[src/rtl/pc_sequencer.sv]
// Program counter sequencer: IDLE/RUN/HALTED control with sequential advance,
// conditional PC-relative and register redirects, link capture and retire count.
module pc_sequencer (
    input  logic        clk,
    input  logic        rstN,
    input  logic        start,
    input  logic        pcAdvance,
    input  logic        resJump,
    input  logic [3:0]  brhSel,
    input  logic [15:0] immOffset,
    input  logic [31:0] regTarget,
    input  logic        haltInstr,
    output logic [31:0] pc,
    output logic        pcValid,
    output logic        linkWe,
    output logic [31:0] linkData,
    output logic        jumpTaken,
    output logic        halted,
    output logic [31:0] instrCount
);

    typedef enum logic [1:0] {
        IDLE   = 2'd0,
        RUN    = 2'd1,
        HALTED = 2'd2
    } state_t;

    state_t state;

    logic        take_branch;
    logic        is_reg_jump;
    logic        is_link;
    logic [31:0] imm_ext;
    logic [31:0] branch_target;
    logic [31:0] pc_next_seq;

    always_comb begin
        take_branch   = brhSel[3] & resJump;
        is_reg_jump   = (brhSel == 4'b1101);
        is_link       = (brhSel == 4'b1001);
        imm_ext       = {{16{immOffset[15]}}, immOffset};
        pc_next_seq   = pc + 32'd1;
        branch_target = is_reg_jump ? regTarget : (pc + imm_ext);
    end

    always_ff @(posedge clk or negedge rstN) begin
        if (!rstN) begin
            state      <= IDLE;
            pc         <= 32'd0;
            pcValid    <= 1'b0;
            linkWe     <= 1'b0;
            linkData   <= 32'd0;
            jumpTaken  <= 1'b0;
            halted     <= 1'b0;
            instrCount <= 32'd0;
        end else begin
            // Pulses default low; only a redirecting commit raises them.
            linkWe    <= 1'b0;
            jumpTaken <= 1'b0;
            case (state)
                IDLE, HALTED: begin
                    if (start) begin
                        state      <= RUN;
                        pc         <= 32'd0;
                        instrCount <= 32'd0;
                        pcValid    <= 1'b1;
                        halted     <= 1'b0;
                    end
                end
                RUN: begin
                    if (pcAdvance) begin
                        instrCount <= instrCount + 32'd1;
                        if (haltInstr) begin
                            state   <= HALTED;
                            pcValid <= 1'b0;
                            halted  <= 1'b1;
                        end else if (take_branch) begin
                            pc        <= branch_target;
                            jumpTaken <= 1'b1;
                            if (is_link) begin
                                linkWe   <= 1'b1;
                                linkData <= pc_next_seq;
                            end
                        end else begin
                            pc <= pc_next_seq;
                        end
                    end
                end
                default: begin
                    state   <= IDLE;
                    pcValid <= 1'b0;
                    halted  <= 1'b0;
                end
            endcase
        end
    end

endmodule

[config.mk]
export PLATFORM = sky130hd
export DESIGN_NAME = pc_sequencer
export DESIGN_NICKNAME = d
export VERILOG_FILES = /design/src/rtl/pc_sequencer.sv
export SDC_FILE = /design/constraint.sdc
export NUM_CORES = 1
export LEC_CHECK = 0
export CAP_MARGIN = 20
export CORE_ASPECT_RATIO = 1.75
export CORE_MARGIN = 5
export CORE_UTILIZATION = 55
export CTS_CLUSTER_DIAMETER = 80
export DETAILED_ROUTE_END_ITERATION = 8
export GPL_ROUTABILITY_DRIVEN = 0
export PLACE_DENSITY = 0.93
export SLEW_MARGIN = 25
export SYNTH_ARGS = -nofsm -noshare
export SYNTH_HDL_FRONTEND = slang
export SYNTH_SLANG_ARGS = --single-unit
export TNS_END_PERCENT = 50
[constraint.sdc]
create_clock -name clk -period 4.93 [get_ports clk]
set_clock_uncertainty 0.05 [all_clocks]
set_input_delay 1.479 -clock clk [delete_from_list [all_inputs] [get_ports clk]]
set_output_delay 1.479 -clock clk [all_outputs]
set_load 0.02 [all_outputs]
==> metrics <==
Worst Tran Pin Value 738.6 ps; CP peak stage delay 530 ps; Max-Cap Viols 0; worst ir drop on vdd 207.9 µV; Antenna diodes 0; drt total wl 24310 µm; die height 162.0 µm; WL per Instance 19.92 µm; synth-to-layout area growth 28.47%; Tcrit/Tclk final 0.8741; CP Class in2reg; placed cell area 9049 µm²; first-pass GRT wire length 38860 µm; CP arrival 4500 ps; Post-Syn Area 7261 µm²; die area 15690 µm²; cts hold-fix bufs 0; Worst setup EP type register; GRT Total Usage 0.3056; critical path buffer and inverter count 2; Setup-failing EPs final 0; Slew Limit Fails 0; Synth Instances 893; slowest CP cell or4b_4; total CTS buffers 9; #FFs+latches synth 101; Final Cell Area 9328 µm²; worst endpoint required time 5120 ps; Final min period 4309 ps; largest net degree at the start of global routing 76; DR DRC count 0; Root Buffer clkbuf_16; PostCTS Resize Cnt 0; Leak 3.906 nW; post-synthesis sequential area ratio 0.3481; Die Width 96.86 µm; Pwr Density 350.0 nW/µm²; hold slack 426.0 ps; Final Core Density 0.7210; Initial Utilization 0.5612; via density per instance 6.388; Setup TNS 0 ps; I/O Buffers 157; Synth top area share 0.3481; final cell count without fillers 1220; first-pass iteration count of the detailed router 7; Syn Nets 985; # fillers 981; Worst-path clk slew 80 ps; vias 7793; H-tree levels 3; RSZ-0062 raised after global routing false; predominant post-synthesis flop cell dfrtp_1; DP HPWL 18360 µm; Avg Cell Area, Syn 8.131 µm²; layout cell share with drive strength beyond 1 0.05052; Synth cell types 69; crit path max fanout 4; Overflow after GRT 0; Max clock buf depth 2; highest clock rate 232.1 MHz; status completed; Clock Latency Late Sink 350 ps; Synth top cells by count nand2_1, dfrtp_1, nor2_1, o21ai_0, a21oi_1; Setup crit start kind primary input; most frequent cell after synthesis nand2_1; Async S/R FF share, synth 1.000; clk sinks 101; final hold violations 0; 1st-iter DRT viols 707; via count of the first global-routing pass 7840; Worst Hold Class reg2reg; Slew HR 0.5035; core area 12940 µm²; TritonCTS clock tree built; CP top delay family simple AND/OR/NAND/NOR gates; leading area contributor after synthesis dfrtp_1; top post-synthesis cells by area dfrtp_1, o21ai_0, nand2_1; initial antenna violation count 0; EDFF count, synth 0; post-CTS setup buffers 0; Antenna Nets Post-Route 0; Final #Nets 1136; Placed Instances 1204; # IOs 158; Std-Cell Rows 55; synth warn 0; worst path cell trace clkdlybuf4s50_1 -> ha_1 -> inv_1 -> fa_1 -> nand2b_1 -> a21oi_2 -> o211ai_2 -> and3_4 -> or4b_4 -> a31oi_4 -> nor4b_1 -> a211o_1
[path summary, 6_finish.rpt]
kind                               from            to  slack, ps  cells past startpoint
hold reg to reg            linkData[31]  linkData[31]        430                      2
max in group asynchronous          rstN        pc[17]       2960                      2
hold / removal             linkData[31]  linkData[31]        430                      2
setup reg to reg                  pc[0]        pc[28]       1650                     11
min in group asynchronous          rstN        pc[10]       1080                      1
setup / recovery           immOffset[0]        pc[28]        620                     12
[sequential cells by signal (all words and copies together), names as in the netlist]
name and flops:
halted 1, instrCount 32, jumpTaken 1, linkData 32, linkWe 1, pc 32, pcValid 1, state 1
[worst register-to-register path, delay by kind of cell (launching register included)]
family          cells  cell delay (ps)
simple gates        4             1020
compound gates      4              830
fa+ha+maj           2              680
flops               1              520
buf+inv             1               70
[per-layer routing]
metal	global-route usage	wire length [µm]	up-vias
li1	-	-	3522
met1	0.3286	8266	3638
met2	0.5459	12500	498
met3	0.05157	1893	135
met4	0.2026	1648	0
met5	0	0	-
[through the flow]
step / worst slack, ps / power (mW)
floorplan: 1022 / 1.990
global placement: 320.6 / 2.512
detailed placement: 273.0 / 2.551
CTS: 636.4 / 3.236
global route: 509.7 / 3.434
finish: 620.6 / 3.265
[final cells by class]
class                      instances  area (µm²)  area share
tap                              171       214.0     0.02294
timing repair buffer             176        1715      0.1839
clock buffer                      10       229.0     0.02455
inverter                          18       67.56    0.007243
multi-input combinational        738        4528      0.4854
clock inverter                     6       46.29    0.004963
sequential                       101        2527      0.2710
[report_power, final]
part | switching (mW) | leakage, nW | internal (mW)
sequential | 0.189 | 1.39 | 0.921
combinational | 0.846 | 2.38 | 0.626
clock | 0.335 | 0.129 | 0.347
[placed cells by master, fill, tap and decap left out, types with 8 or more instances in the layout]
master / n
ha_1: 33
a21o_1: 14
o21ai_0: 94
clkbuf_16: 9
xnor2_1: 36
buf_4: 19
o21a_1: 9
a21oi_1: 59
nor2b_1: 11
nor2_1: 94
nand4_1: 19
and3_1: 16
nand2_1: 116
xor2_1: 38
nand3_1: 38
inv_1: 18
nor3_1: 23
dfrtp_1: 101
a211oi_1: 8
clkdlybuf4s50_1: 156
o211ai_1: 11
[kinds of logic after synthesis]
logic type	after synthesis	share of synthesized area
AOI/OAI and AO/OA	257	0.2244
xor gates and xnor gates	74	0.08926
adders and majority gates	34	0.05962
buffers and inverters	54	0.02860
DFF	101	0.3481
muxes	4	0.005687
and+or+nand+nor	369	0.2444
(Power assumes the default switching activity.)
